<file path="src/rtl/rv32i_pkg.sv">
// Shared RV32I pipeline types: datapath widths, ALU operation encoding
// and the control bits that survive into the M stage.
package rv32i_pkg;

  localparam int DPW = 32;
  localparam int ADW = 5;

  typedef enum logic [3:0] {
    ALU_ADD  = 4'd0,
    ALU_SUB  = 4'd1,
    ALU_AND  = 4'd2,
    ALU_OR   = 4'd3,
    ALU_XOR  = 4'd4,
    ALU_SLT  = 4'd5,
    ALU_SLTU = 4'd6,
    ALU_SLL  = 4'd7,
    ALU_SRL  = 4'd8,
    ALU_SRA  = 4'd9
  } alu_op_t;

  typedef struct packed {
    logic resultsrc;
    logic memwrite;
    logic regwrite;
  } m_ctrl_t;

endpackage

</file>
<file path="src/rtl/execute_stage_alu.sv">
// Combinational RV32I ALU; unknown operation encodings produce zero.
module alu
  import rv32i_pkg::*;
(
  input  logic [DPW-1:0] a,
  input  logic [DPW-1:0] b,
  input  alu_op_t        alu_ctrl,
  output logic [DPW-1:0] result,
  output logic           zero
);

  always_comb begin
    result = '0;
    case (alu_ctrl)
      ALU_ADD:  result = a + b;
      ALU_SUB:  result = a - b;
      ALU_AND:  result = a & b;
      ALU_OR:   result = a | b;
      ALU_XOR:  result = a ^ b;
      ALU_SLT:  result = {{(DPW-1){1'b0}}, ($signed(a) < $signed(b))};
      ALU_SLTU: result = {{(DPW-1){1'b0}}, (a < b)};
      ALU_SLL:  result = a << b[4:0];
      ALU_SRL:  result = a >> b[4:0];
      ALU_SRA:  result = DPW'($signed(a) >>> b[4:0]);
      default:  result = '0;
    endcase
  end

  assign zero = (result == '0);

endmodule

</file>
<file path="src/rtl/execute_stage.sv">
// RV32I execute stage: operand selection, ALU and the E->M pipeline register.
// Define EXEC_FORWARDING_EN to add M/W -> E operand forwarding muxes.
module execute_stage
  import rv32i_pkg::*;
(
  input  logic           clk,
  input  logic           rst_n,
  input  logic           resultsrcE,
  input  logic           memwriteE,
  input  logic           alusrcE,
  input  logic           regwriteE,
  input  alu_op_t        alu_ctrlE,
  input  logic [DPW-1:0] srcA,
  input  logic [DPW-1:0] Rd2E,
  input  logic [31:0]    immextE,
  input  logic [ADW-1:0] RdE,
  input  logic [ADW-1:0] Rs1E,
  input  logic [ADW-1:0] Rs2E,
  input  logic [DPW-1:0] ResultW,
  input  logic [ADW-1:0] RdW,
  input  logic           regwriteW,
  input  logic           stallE,
  input  logic           flushE,
  output logic           resultsrcM,
  output logic           memwriteM,
  output logic           regwriteM,
  output logic [DPW-1:0] alu_resultM,
  output logic [DPW-1:0] WriteDataM,
  output logic [ADW-1:0] RdM,
  output logic           zeroE
);

  m_ctrl_t        ctrl_d, ctrl_q;
  logic [DPW-1:0] alu_result_d, alu_result_q;
  logic [DPW-1:0] write_data_d, write_data_q;
  logic [ADW-1:0] rd_d, rd_q;

  logic [DPW-1:0] op_a, op_b_pre, op_b, alu_result;

`ifdef EXEC_FORWARDING_EN
  // The M stage is younger than W, so its value wins when both match.
  function automatic logic [DPW-1:0] fwd_sel(input logic [ADW-1:0] rs,
                                             input logic [DPW-1:0] rf_val);
    if (rs != '0 && rs == rd_q && ctrl_q.regwrite)
      return alu_result_q;
    else if (rs != '0 && rs == RdW && regwriteW)
      return ResultW;
    else
      return rf_val;
  endfunction

  assign op_a     = fwd_sel(Rs1E, srcA);
  assign op_b_pre = fwd_sel(Rs2E, Rd2E);
`else
  logic unused_fwd;
  assign unused_fwd = ^{Rs1E, Rs2E, ResultW, RdW, regwriteW};
  assign op_a       = srcA;
  assign op_b_pre   = Rd2E;
`endif

  assign op_b = alusrcE ? immextE : op_b_pre;

  alu u_alu (
    .a        (op_a),
    .b        (op_b),
    .alu_ctrl (alu_ctrlE),
    .result   (alu_result),
    .zero     (zeroE)
  );

  // Flush inserts a bubble even while the stage is stalled.
  always_comb begin
    ctrl_d       = ctrl_q;
    alu_result_d = alu_result_q;
    write_data_d = write_data_q;
    rd_d         = rd_q;
    if (flushE) begin
      ctrl_d       = '0;
      alu_result_d = '0;
      write_data_d = '0;
      rd_d         = '0;
    end else if (!stallE) begin
      ctrl_d       = '{resultsrc: resultsrcE, memwrite: memwriteE, regwrite: regwriteE};
      alu_result_d = alu_result;
      write_data_d = op_b_pre;
      rd_d         = RdE;
    end
  end

  always_ff @(posedge clk or negedge rst_n) begin
    if (!rst_n) begin
      ctrl_q       <= '0;
      alu_result_q <= '0;
      write_data_q <= '0;
      rd_q         <= '0;
    end else begin
      ctrl_q       <= ctrl_d;
      alu_result_q <= alu_result_d;
      write_data_q <= write_data_d;
      rd_q         <= rd_d;
    end
  end

  assign resultsrcM  = ctrl_q.resultsrc;
  assign memwriteM   = ctrl_q.memwrite;
  assign regwriteM   = ctrl_q.regwrite;
  assign alu_resultM = alu_result_q;
  assign WriteDataM  = write_data_q;
  assign RdM         = rd_q;

endmodule

</file>
<file path="config.mk">
export PLATFORM = sky130hd
export DESIGN_NAME = execute_stage
export DESIGN_NICKNAME = d
export VERILOG_FILES = /design/src/rtl/rv32i_pkg.sv /design/src/rtl/execute_stage_alu.sv /design/src/rtl/execute_stage.sv
export SDC_FILE = /design/constraint.sdc
export NUM_CORES = 1
export LEC_CHECK = 0
export CAP_MARGIN = 15
export CORE_ASPECT_RATIO = 0.6
export CORE_MARGIN = 10
export CORE_UTILIZATION = 55
export CTS_CLUSTER_SIZE = 25
export DETAILED_ROUTE_END_ITERATION = 7
export PLACE_DENSITY = 0.8
export SETUP_SLACK_MARGIN = 0.1
export SYNTH_ARGS = -nofsm -noshare
export SYNTH_HDL_FRONTEND = slang
export SYNTH_SLANG_ARGS = --single-unit
</file>
<file path="constraint.sdc">
create_clock -name clk -period 12.5 [get_ports clk]
set_input_delay 3.125 -clock clk [delete_from_list [all_inputs] [get_ports clk]]
set_output_delay 3.125 -clock clk [all_outputs]
set_load 0.1 [all_outputs]
</file>
==> impl_metrics.env <==
export IMPL_cap_violations=0
export IMPL_busiest_layer="met2"
export IMPL_place_gp_congestion=1.09
export IMPL_r2r_end="alu_resultM[31]$_DFFE_PN0P_"
export IMPL_fillers=1960
export IMPL_cts_root_buf="clkbuf_16"
export IMPL_slew_headroom_pct=20.5
export IMPL_pre_cts_slack_ns=0.909
export IMPL_critical_path_max_stage_delay_ns=0.63
export IMPL_ys_flop_type="dfrtp_1"
export IMPL_drive_gt1_share_pct=8.88
export IMPL_track_usage_pct=41.1
export IMPL_reg2regPathDepth=3
export IMPL_grt_pass1_wl_um=96100
export IMPL_numPortBuffers=185
export IMPL_grt_max_degree=73
export IMPL_vias_per_cell=7.49
export IMPL_holdWs_ns=0.519
export IMPL_cp_cell_sequence="clkdlybuf4s50_1 -> mux2i_4 -> buf_4 -> inv_2 -> buf_12 -> mux4_2 -> a222oi_1 -> o22ai_1 -> nand2_1 -> nand4_1 -> a211oi_1 -> or3_1 -> nor4b_2 -> nand4_1 -> nor3_2 -> buf_12"
export IMPL_io_pins=234
export IMPL_fmaxAchievable_mhz=84.2
export IMPL_vias=15900
export IMPL_clk_path_buf_depth=2
export IMPL_fin_setup_tns_ns=0
export IMPL_finalPower_uw=1390
export IMPL_path_depth=16
export IMPL_syn_inst=1682
export IMPL_areaGrowthSynthToFinish_pct=19.8
export IMPL_die_h_um=138
export IMPL_async_flop_share_pct=100
export IMPL_leakage_uw=0.00653
export IMPL_ir_worst_vdd_mv=0.0684
export IMPL_dieArea_sq_mm=0.0300
export IMPL_fp_coreArea_sq_mm=0.0230
export IMPL_use_met1_pct=56.3
export IMPL_cts_sinks=72
export IMPL_cpMaxStageDelayCell="clkdlybuf4s50_1"
export IMPL_crit_path_max_fanout=55
export IMPL_crit_required_ns=9.38
export IMPL_antenna_cells=0
export IMPL_die_x_um=217
export IMPL_ys_ff_latch=72
export IMPL_synth_distinct_cells=96
export IMPL_syn_area_sq_mm=0.0128
export IMPL_final_cell_mix="212 x nor2_1, 180 x clkdlybuf4s50_1, 146 x nand2_1"
export IMPL_finalHoldViolations=0
export IMPL_initial_core_util_pct=55.7
export IMPL_hpwl_um=49300
export IMPL_worstMarginPinSlew_ns=1.19
export IMPL_synth_nets=1945
export IMPL_multiInputGateArea_sq_mm=0.0101
export IMPL_synth_edf_count=0
export IMPL_drv_slew=0
export IMPL_end_kind="output pin"
export IMPL_met2_usage_pct=56.6
export IMPL_ys_warn_count=0
export IMPL_cts_buffers=9
export IMPL_grt_overflow_total=0
export IMPL_gr_usage_met3_pct=17.0
export IMPL_regToRegStartpoint="alu_resultM[31]$_DFFE_PN0P_"
export IMPL_period_share_pct=95.0
export IMPL_wl_per_cell_um=30.2
export IMPL_regArea_sq_mm=0.00180
export IMPL_setup_violations=0
export IMPL_fin_crit_ns=11.87
export IMPL_r2r_setup_slack_ns=11.67
export IMPL_clock_latency_ns=0.34
export IMPL_worstSetupPathType="in -> out"
export IMPL_cts_resized_gates=0
export IMPL_nets=2073
export IMPL_syn_avg_cell_area_sq_um=7.61
export IMPL_final_common_cell="nor2_1"
export IMPL_grt_pass1_vias=14700
export IMPL_crit_end="zeroE"
export IMPL_startpoint="Rd2E[2]"
export IMPL_cts_setup_buffers=0
export IMPL_cts_tree="built"
export IMPL_cp_num_buf_inv=5
export IMPL_cpLargestDelayFamily="buffers and inverters"
export IMPL_hold_buffers=0
export IMPL_drtIter0Drc=3228
export IMPL_clk_pin_slew_worst_paths_ns=0.06
export IMPL_p_per_area_mw_per_mm2=90.8
export IMPL_drt_total_wl_um=64400
export IMPL_ant_nets=0
export IMPL_rsz0062_at_grt="false"
export IMPL_antenna_found_initial=1
export IMPL_timing_final_ws_setup_ns=0.628
export IMPL_num_rows=43
export IMPL_fin_skew_ns=0
export IMPL_drc=0
export IMPL_status="completed"
export IMPL_firstDrtPassIters=7
export IMPL_cp_start_kind="input port"
export IMPL_hold_path_class="reg -> reg"
export IMPL_cp_arrival_ns=8.75
export IMPL_htreeDepth=3
export IMPL_yosysSeqAreaShare_pct=14.1
==> per-layer routing <==
metal,wire length [um],vias up,share of wire (%)
met5,11,-,0.017
met4,2920,2,4.5
met3,11100,244,17
met2,25300,1549,39
met1,25000,7524,39
li1,-,6627,-
==> tightest hold or removal path, stage by stage, from the launching register on <==
cell and delay [ns]:
dfrtp_1 0.34, a21oi_1 0.06, nor2_1 0.07
==> sequential cells by signal (all words and copies together), names as in the netlist <==
signal       cells
WriteDataM      32
alu_resultM     32
RdM              5
memwriteM        1
regwriteM        1
resultsrcM       1
==> synthesized netlist by cell type (all sizes together), types with 40 or more instances <==
master    n  area [sq um]
buf      40           198
dfrtp    72          1800
mux2i   136          1390
nor3     40           205
mux4     47          1080
nand3    50           250
inv      96           363
nand2   146           548
ha      100          1250
clkbuf   90           338
a21oi   132           661
o21ai    85           425
nor2    212           796
==> power breakdown <==
part | switching [uW] | total [uW] | internal (uW)
Clock | 104 | 263 | 159
Combinational | 597 | 871 | 274
Sequential | 9.77 | 259 | 249
==> cell families after synthesis <==
group           count (synthesis)  synth area share, %
flops                          72                 14.1
compound gates                529                 28.5
buf+inv                       227                 7.05
xor+xnor                       12                0.822
simple gates                  555                 20.0
mux                           185                 19.5
fa+ha+maj                     102                 10.1
==> final cells by class <==
type	instances	area share, %
Inverter	97	2.39
Tap cell	315	2.57
Timing Repair Buffer	247	15.2
Clock buffer	10	1.56
Clock inverter	5	0.375
Sequential cell	72	11.8
Multi-Input combinational cell	1383	66.2
==> how the worst min path moves through the flow <==
stage / from / to / cells after the start
floorplan: alu_resultM[26]$_DFFE_PN0P_ / alu_resultM[26]$_DFFE_PN0P_ / 2
global route: WriteDataM[29]$_DFFE_PN0P_ / WriteDataM[29]$_DFFE_PN0P_ / 2
detailed placement: alu_resultM[18]$_DFFE_PN0P_ / alu_resultM[18]$_DFFE_PN0P_ / 2
finish: alu_resultM[18]$_DFFE_PN0P_ / alu_resultM[18]$_DFFE_PN0P_ / 2
CTS: alu_resultM[18]$_DFFE_PN0P_ / alu_resultM[18]$_DFFE_PN0P_ / 2
global placement: alu_resultM[16]$_DFFE_PN0P_ / alu_resultM[16]$_DFFE_PN0P_ / 2
==> metrics by stage <==
step / cells / area [sq um] / util [%]
5_1_grt: 2129 / 15300 / 66.7
3_3_place_gp: 2114 / 15000 / 65.4
3_5_place_dp: 2114 / 15000 / 65.4
2_1_floorplan: 1682 / 12800 / -
4_1_cts: 2129 / 15300 / 66.7
6_report: 2129 / 15300 / 66.7
No activity file was read; power rests on OpenSTA's default activity.
